[src/rtl/sfs_pkg.sv]
// rtl/sfs_pkg.sv - shared state encoding and field widths for the serial frame scheduler
package sfs_pkg;
   localparam int N_REQ  = 4;
   localparam int PORT_W = 2;
   localparam int CNT_W  = 4;
   localparam int DATA_W = 15;

   localparam logic IDLE_LEVEL = 1'b1;

   typedef enum logic [2:0] {
      IDLE  = 3'd0,
      START = 3'd1,
      PORT  = 3'd2,
      COUNT = 3'd3,
      DATA  = 3'd4,
      GAP   = 3'd5
   } state_t;
endpackage

[src/rtl/serial_frame_scheduler_arb.sv]
// rtl/serial_frame_scheduler_arb.sv - combinational round-robin select over four requesters
module rr_arbiter_4
   import sfs_pkg::*;
(
   input  logic [3:0] i_req,
   input  logic [1:0] i_ptr,
   output logic [3:0] o_grant,
   output logic [1:0] o_idx
);

   logic [1:0] w_cand;

   // Scan from farthest to nearest so the candidate closest to the pointer wins.
   always_comb begin
      o_grant = 4'b0000;
      o_idx   = i_ptr;
      w_cand  = i_ptr;
      for (int k = N_REQ - 1; k >= 0; k--) begin
         w_cand = i_ptr + k[1:0];
         if (i_req[w_cand]) begin
            o_grant = 4'b0001 << w_cand;
            o_idx   = w_cand;
         end
      end
   end

endmodule

[src/rtl/serial_frame_scheduler.sv]
// rtl/serial_frame_scheduler.sv - builds start/port/count/payload frames and shifts them onto one serial line
module serial_frame_scheduler
   import sfs_pkg::*;
(
   input  logic        clk,
   input  logic        rst,
   input  logic        Clk_EN,
   input  logic [3:0]  req,
   input  logic [15:0] cnt_in,
   input  logic [59:0] data_in,
   output logic [3:0]  grant,
   output logic        serOut,
   output logic        busy,
   output logic [1:0]  cur_port,
   output logic        frame_done
);

   state_t              r_state;
   state_t              w_state_nxt;
   logic                r_ser;
   logic                w_ser_nxt;
   logic [3:0]          r_bit;
   logic [3:0]          w_bit_nxt;
   logic [3:0]          w_bit_dec;
   logic [3:0]          w_cnt_dec;
   logic [1:0]          r_port;
   logic [CNT_W-1:0]    r_cnt;
   logic [DATA_W-1:0]   r_data;
   logic                r_busy;
   logic                w_busy_nxt;
   logic [1:0]          r_rr_ptr;
   logic                w_last;
   logic                w_accept;
   logic [3:0]          w_arb_grant;
   logic [1:0]          w_arb_idx;
   logic [CNT_W-1:0]    w_cnt_arr  [N_REQ];
   logic [DATA_W-1:0]   w_data_arr [N_REQ];

   rr_arbiter_4 u_arb (
      .i_req   (req),
      .i_ptr   (r_rr_ptr),
      .o_grant (w_arb_grant),
      .o_idx   (w_arb_idx)
   );

   always_comb begin
      for (int i = 0; i < N_REQ; i++) begin
         w_cnt_arr[i]  = cnt_in[CNT_W*i +: CNT_W];
         w_data_arr[i] = data_in[DATA_W*i +: DATA_W];
      end
   end

   assign w_accept  = Clk_EN && (r_state == IDLE) && (req != 4'b0000);
   assign w_bit_dec = r_bit - 4'd1;
   assign w_cnt_dec = r_cnt - 4'd1;

   // r_bit indexes the bit currently on the line; each field reloads it on entry.
   always_comb begin
      w_state_nxt = r_state;
      w_ser_nxt   = r_ser;
      w_bit_nxt   = r_bit;
      w_busy_nxt  = r_busy;
      w_last      = 1'b0;
      case (r_state)
         IDLE: begin
            w_ser_nxt = IDLE_LEVEL;
            if (req != 4'b0000) begin
               w_state_nxt = START;
               w_ser_nxt   = 1'b0;
               w_busy_nxt  = 1'b1;
            end
         end
         START: begin
            w_state_nxt = PORT;
            w_bit_nxt   = 4'(PORT_W - 1);
            w_ser_nxt   = r_port[PORT_W-1];
         end
         PORT: begin
            if (r_bit == 4'd0) begin
               w_state_nxt = COUNT;
               w_bit_nxt   = 4'(CNT_W - 1);
               w_ser_nxt   = r_cnt[CNT_W-1];
            end else begin
               w_bit_nxt = w_bit_dec;
               w_ser_nxt = r_port[w_bit_dec[0]];
            end
         end
         COUNT: begin
            if (r_bit == 4'd0) begin
               if (r_cnt != '0) begin
                  w_state_nxt = DATA;
                  w_bit_nxt   = w_cnt_dec;
                  w_ser_nxt   = r_data[w_cnt_dec];
               end else begin
                  w_state_nxt = GAP;
                  w_ser_nxt   = IDLE_LEVEL;
                  w_last      = 1'b1;
               end
            end else begin
               w_bit_nxt = w_bit_dec;
               w_ser_nxt = r_cnt[w_bit_dec[1:0]];
            end
         end
         DATA: begin
            if (r_bit == 4'd0) begin
               w_state_nxt = GAP;
               w_ser_nxt   = IDLE_LEVEL;
               w_last      = 1'b1;
            end else begin
               w_bit_nxt = w_bit_dec;
               w_ser_nxt = r_data[w_bit_dec];
            end
         end
         GAP: begin
            w_state_nxt = IDLE;
            w_ser_nxt   = IDLE_LEVEL;
            w_busy_nxt  = 1'b0;
         end
         default: begin
            w_state_nxt = IDLE;
            w_ser_nxt   = IDLE_LEVEL;
            w_busy_nxt  = 1'b0;
         end
      endcase
   end

   always_ff @(posedge clk or posedge rst) begin
      if (rst) begin
         r_state  <= IDLE;
         r_ser    <= IDLE_LEVEL;
         r_bit    <= 4'd0;
         r_port   <= 2'd0;
         r_cnt    <= '0;
         r_data   <= '0;
         r_busy   <= 1'b0;
         r_rr_ptr <= 2'd0;
      end else if (Clk_EN) begin
         r_state <= w_state_nxt;
         r_ser   <= w_ser_nxt;
         r_bit   <= w_bit_nxt;
         r_busy  <= w_busy_nxt;
         if (w_accept) begin
            r_port   <= w_arb_idx;
            r_cnt    <= w_cnt_arr[w_arb_idx];
            r_data   <= w_data_arr[w_arb_idx];
            r_rr_ptr <= w_arb_idx + 2'd1;
         end
      end
   end

   assign grant      = w_accept ? w_arb_grant : 4'b0000;
   assign frame_done = Clk_EN & w_last;
   assign serOut     = r_ser;
   assign busy       = r_busy;
   assign cur_port   = r_port;

endmodule

[config.mk]
export PLATFORM = sky130hd
export DESIGN_NAME = serial_frame_scheduler
export DESIGN_NICKNAME = d
export VERILOG_FILES = /design/src/rtl/sfs_pkg.sv /design/src/rtl/serial_frame_scheduler_arb.sv /design/src/rtl/serial_frame_scheduler.sv
export SDC_FILE = /design/constraint.sdc
export NUM_CORES = 1
export LEC_CHECK = 0
export BUFFER_PORTS_ARGS = -buffer_cell sky130_fd_sc_hd__buf_4
export CAP_MARGIN = 20
export CORE_MARGIN = 2
export CORE_UTILIZATION = 50
export DETAILED_ROUTE_END_ITERATION = 10
export GPL_TIMING_DRIVEN = 0
export PLACE_DENSITY_LB_ADDON = 0.08
export SYNTH_ARGS = -nofsm -noshare
export SYNTH_HDL_FRONTEND = slang
export SYNTH_SLANG_ARGS = --single-unit
[constraint.sdc]
create_clock -name clk -period 2.7 [get_ports clk]
set_input_delay 0.135 -clock clk [delete_from_list [all_inputs] [get_ports clk]]
set_output_delay 0.135 -clock clk [all_outputs]
set_load 0.1 [all_outputs]
-- Word-level counts from Yosys, hierarchy flattened
Cells that the tools add are included.
- memories: 0
- logic and storage cells: 106
- ROM bits: 0
- bits in latches: 0
- bits in registers: 32
- memory bits (writable): 0
- reductions and logical operators: 12
- mux-type cells: 54
- $add $sub $neg: 6
- magnitude comparators: 9
- eq/ne operators: 10
- divide/modulo/power cells: 0
- bitwise logic cells: 3
- multiply operators: 0
- shift operators: 4
- operators with widths (kind ; number):
    4-bit two-way mux ; 11
    15-bit binary-select mux with 2-bit select ; 1
    15-bit two-way mux ; 2
    1-bit two-way mux ; 19
    4-bit one-hot mux with 4 select lines ; 1
    1-bit by 2-bit << shifter with 4-bit output, first input constant ; 4
    2-bit by 3-bit less-than comparator with 1-bit output, second input constant ; 5
    3-bit one-hot mux with 5 select lines ; 1
    3-bit two-way mux ; 4
    4-bit nonzero test ; 3
    1-bit binary-select mux with 2-bit select ; 5
    4-bit by 5-bit less-than comparator with 1-bit output, second input constant ; 2
    1-bit binary-select mux with 4-bit select ; 2
    4-bit binary-select mux with 2-bit select ; 1
    2-bit two-way mux ; 4
    2-bit inequality test, second input constant ; 4
    4-bit by 1-bit subtractor with 4-bit output, second input constant ; 2
    3-bit by 2-bit equality test with 1-bit output, second input constant ; 2
    1-bit one-hot mux with 5 select lines ; 1
    5-bit AND reduction ; 1
    2-bit by 1-bit adder with 2-bit output, second input constant ; 2
    2-bit adder, second input constant ; 2
    4-bit logical NOT ; 1
    1-bit one-hot mux with 2 select lines ; 2
    other kinds (15) ; 16

-- Depth between registers and ports, before layout
- depth in word-level cells: 11
- gate-level depth with buffers: 11
- mapped depth without buffers: 8

-- By module
Synthesis repeated with hierarchy kept, for this count alone.
- cell total of the unflattened synthesis: 262
- area total of the unflattened synthesis: 2885.3 um^2
- modules (own cells, without submodules) (module ; seq. area each (um^2) ; cells each ; instances ; area each (um^2)):
    serial_frame_scheduler ; 802.0 ; 204 ; 1 ; 2372.3
    rr_arbiter_4 ; 0.0 ; 58 ; 1 ; 513.0

-- Least setup slack after synthesis
OpenSTA, ideal clock, no wires.
- kind: reg2out
- start: reg r_rr_ptr[0]
- end: out grant[2]
- buffers on the path: 3
- data required time: 2565 ps
- cell stages (with the launch flop): 12
- path slack: -440 ps
- data arrival time: 3005 ps
- cell sequence: dfrtp_1 buf_6 inv_2 ha_1 buf_2 mux2_2 clkbuf_1 nor2_1 a21oi_1 nand2_1 o21ai_0 a22o_1
- longest elaborated chain between the ends: 8
- elaborated cells between the ends (all ways): 20
- those cells by class: add/sub (3); shift (4); mux (13)
- RTL lines (item ; line ; source):
    from (decl) ; serial_frame_scheduler.sv:31 ; logic [1:0] r_rr_ptr;
    from (signal assigned) ; serial_frame_scheduler.sv:146 ; r_rr_ptr <= w_arb_idx + 2'd1;
    2-bit adder ; serial_frame_scheduler_arb.sv:19 ; w_cand = i_ptr + k[1:0];
    1-bit binary-select mux with 2-bit select ; serial_frame_scheduler_arb.sv:20 ; if (i_req[w_cand]) begin
    1-bit two-way mux (not written as such) ; serial_frame_scheduler_arb.sv:20 ;
    4-bit two-way mux (3 in series) ; serial_frame_scheduler_arb.sv:20 ;
    4-bit two-way mux (*) ; serial_frame_scheduler_arb.sv:20 ;
    4-bit two-way mux (*) ; serial_frame_scheduler.sv:151 ; assign grant = w_accept ? w_arb_grant : 4'b0000;
    to (decl) ; serial_frame_scheduler.sv:11 ; output logic [3:0] grant,
Every way passes the cells marked *; elsewhere a longest branch is shown, timed or not. The select of a mux whose other input is x is not followed.

-- Worst setup path in the final report
- start: reg r_rr_ptr[1]
- end: reg r_data[9]
- longest elaborated chain between the ends: 11
- elaborated cells between the ends (all ways): 19
- those cells by class: add/sub (3); mux (15); bitwise (1)
- RTL lines (item ; line ; source):
    2-bit adder ; serial_frame_scheduler_arb.sv:19 ;
    1-bit binary-select mux with 2-bit select ; serial_frame_scheduler_arb.sv:20 ;
    1-bit two-way mux (not written as such) ; serial_frame_scheduler_arb.sv:20 ;
    2-bit two-way mux (3 in series) ; serial_frame_scheduler_arb.sv:20 ;
    2-bit two-way mux (*) ; serial_frame_scheduler_arb.sv:20 ;
    2-bit inverter with 3-bit output (not written as such) (*) ; serial_frame_scheduler.sv:145 ; r_data <= w_data_arr[w_arb_idx];
    15-bit binary-select mux with 2-bit select (*) ; serial_frame_scheduler.sv:145 ;
    15-bit two-way mux (not written as such) (*) (2 in series) ; serial_frame_scheduler.sv:145 ;
    to (signal assigned) ; serial_frame_scheduler.sv:145 ;
    to (decl) ; serial_frame_scheduler.sv:28 ; logic [DATA_W-1:0] r_data;
Marked as above.
A chain may end at the register's enable or synchronous reset.

==> impl_metrics.ini <==
[setup_path]
worst-path-buf-inv = 4
crit_type = reg2reg
path_common_cell = buf_6
critPathTopFamily = compound AO/OA/AOI/OAI gates
cp.arrival_ns = 2.80
critPathLaunchType = flop
critical_path.max_fanout = 8
path_cells = buf_6 -> inv_2 -> ha_4 -> mux2_4 -> buf_6 -> a31oi_4 -> buf_6 -> o211ai_1 -> a222oi_1 -> a311oi_1
rr_worst_depth = 10
endpoint_kind = flop
cp_slowest_stage_delay_ns = 0.48
critPathRequiredTime_ns = 2.83
crit_slowest_cell = a222oi_1
crit_cells = 10

[clock_tree]
cts_root_buffer = clkbuf_8
clock_sinks = 32
tritoncts = built
cts_buffers = 5
clkTransAtPathRegs_ns = 0.07
clock_path_buffers = 2
h-tree-depth = 2
worst_skew_pair.late_latency_ns = 0.28

[power]
ir_drop_v = 0.000516
p_per_area_mw_per_mm2 = 1080
p_leak_uw = 0.00221

[synthesis]
ys_ff_latch = 32
synth_nets = 564
synth_area_sq_mm = 0.00364
synthCells = 470
synth_edf_count = 0
yosysWarnings = 0
yosysSeqAreaShare = 0.220
synthArstFlopShare = 1.00
synth_cell_types = 59
yosys.area.top_type_share = 0.213
synth.top_cells.by_area = dfrtp_1, nand2_1, o211ai_1
synth_area_leader_cell = dfrtp_1
avgSynthCellArea_sq_um = 7.75
synth.most_common_cell = nand2_1
ys.flop_type = dfrtp_1
synth.top_cells.by_count = nand2_1, nor2_1, o211ai_1, dfrtp_1, inv_1

[min_path]
holdPathStages = 3
hp-class = in2reg

[cells_and_area]
regArea_sq_um = 803
fillCellCount = 601
diodes = 0
final_cell_area_sq_mm = 0.00504
nNetsFinal = 687
multiInputGateArea_sq_mm = 0.00269
syn_to_final_growth_pct = 38.5
drive_above_1_share = 0.328

[route]
firstDrtPassIters = 6
drc_errors = 0
drt_iter0_drc = 350
wl_mm = 12.3
vias_per_cell = 6.14
drtAntennaViolNets = 0
vias = 4254
wl_per_cell_um = 17.7

[sta]
drv_slew = 0
relSlewSlack = 0.555
period_minus_slack_ns = 2.67
max_freq_mhz = 374
tightest_slew_ns = 0.667
setup_viol = 0
fin_crit_sh = 0.990
rsz0062_at_grt = yes
clock_skew_ns = 0.00355
setup_ws_ns = 0.0265
fin_setup_tns_ns = 0
finalHoldViolations = 0

[run_status]
status = finished clean

[grt]
grt_max_degree = 19
grt_pass1_wl_mm = 19.3
antenna_found_initial = 0
grt_pass1_vias = 4016
grt-ovfl-total = 0
grt_usage = 0.310

[floorplan]
die_area_sq_mm = 0.00798
rows = 31
initial_core_util = 0.510
ioPinCount = 92
die_x_um = 89.3
die_h_um = 89.3
core_area_sq_mm = 0.00714

[placement]
post-dp-hpwl_mm = 9.00
globalplace.congestion = 0.931
post-place-ws_ns = -0.759
dpl-instance-area_sq_mm = 0.00450
io_buffers = 90

[run]
max_cap_violations = 0
-- path summary, 6_finish.rpt --
kind / from / to / slack (ns)
worst max-delay path: r_rr_ptr[1] / r_data[9] / 0.03
worst min register to register: busy / busy / 0.53
min in group asynchronous: rst / busy / 0.51
max in group asynchronous: rst / r_rr_ptr[0] / 1.66
worst min-delay path: data_in[17] / r_data[2] / 0.12
worst max register to register: r_rr_ptr[1] / r_data[9] / 0.03
-- metrics by stage --
step                      utilization  power (uW)  hold WS, ns  std cells
after floorplan                     -        3570        0.250        470
after global routing            0.707        5850        0.119        693
after detailed placement        0.631        4410        0.275        660
after global placement          0.627        4330        0.410        659
after CTS                       0.692        5240        0.114        688
final                           0.707        5450        0.117        693
-- power breakdown --
part	total (uW)	internal [uW]	switching, uW
Clock	384	208	176
Combinational	4140	1760	2380
Sequential	930	720	210
-- registers in the layout, summed over array words and instances (netlist names) --
signal / count
r_bit: 4
r_state: 3
serOut: 1
r_cnt: 4
r_data: 15
r_rr_ptr: 2
busy: 1
cur_port: 2
-- worst min-delay path, stage by stage --
cell,delay [ns]
buf_4,0.11
nand2_1,0.04
a311oi_1,0.07
-- timing repair --
item / in CTS / in global routing
setup buffers: 20 / 5
gates cloned: 0 / 1
endpoints found under the hold margin: 13 / 0
hold buffers: 1 / 0
gates resized for setup: 51 / 16
setup endpoints to repair: 27 / 25
pin swaps: 6 / 14
-- layer usage --
metal	global-route usage	wire length (um)
met1	0.411	5050
met2	0.539	6190
met3	0.0360	813
met4	0.0787	233
met5	0	0
-- cell usage in the layout, fill, tap and decap left out, types with 4 or more instances in the layout --
cell	instances
a21oi_1	14
a222oi_1	19
mux4_2	8
a22o_4	4
mux2i_1	10
o21ai_0	14
ha_1	10
o211ai_1	38
dfrtp_1	30
o21ai_1	5
a311oi_1	17
inv_1	27
a22oi_1	5
nand2_1	109
nor3_1	7
clkbuf_8	6
clkbuf_1	16
buf_4	109
buf_2	9
nor2_1	46
buf_6	10
buf_12	4
-- cells by family (layout without fill, tap and decap cells) --
| group | count (synthesis) | count (layout) | share of synthesized area |
|---|---|---|---|
| multiplexers | 28 | 28 | 0.113 |
| buffers and inverters | 66 | 190 | 0.0825 |
| flip-flops | 32 | 32 | 0.220 |
| AND/OR/NAND/NOR | 183 | 183 | 0.211 |
| AO/OA/AOI/OAI | 146 | 146 | 0.325 |
| adder cells (fa/ha/maj) | 11 | 11 | 0.0378 |
| XOR/XNOR | 4 | 4 | 0.00962 |
-- layout make-up --
class                           count  area share
Buffer                             36      0.0471
Clock buffer                        8      0.0179
Inverter                           29      0.0248
Multi-Input combinational cell    372       0.534
Sequential cell                    32       0.159
Tap cell                           99      0.0246
Timing Repair Buffer              117       0.192
(Power assumes the default switching activity.)
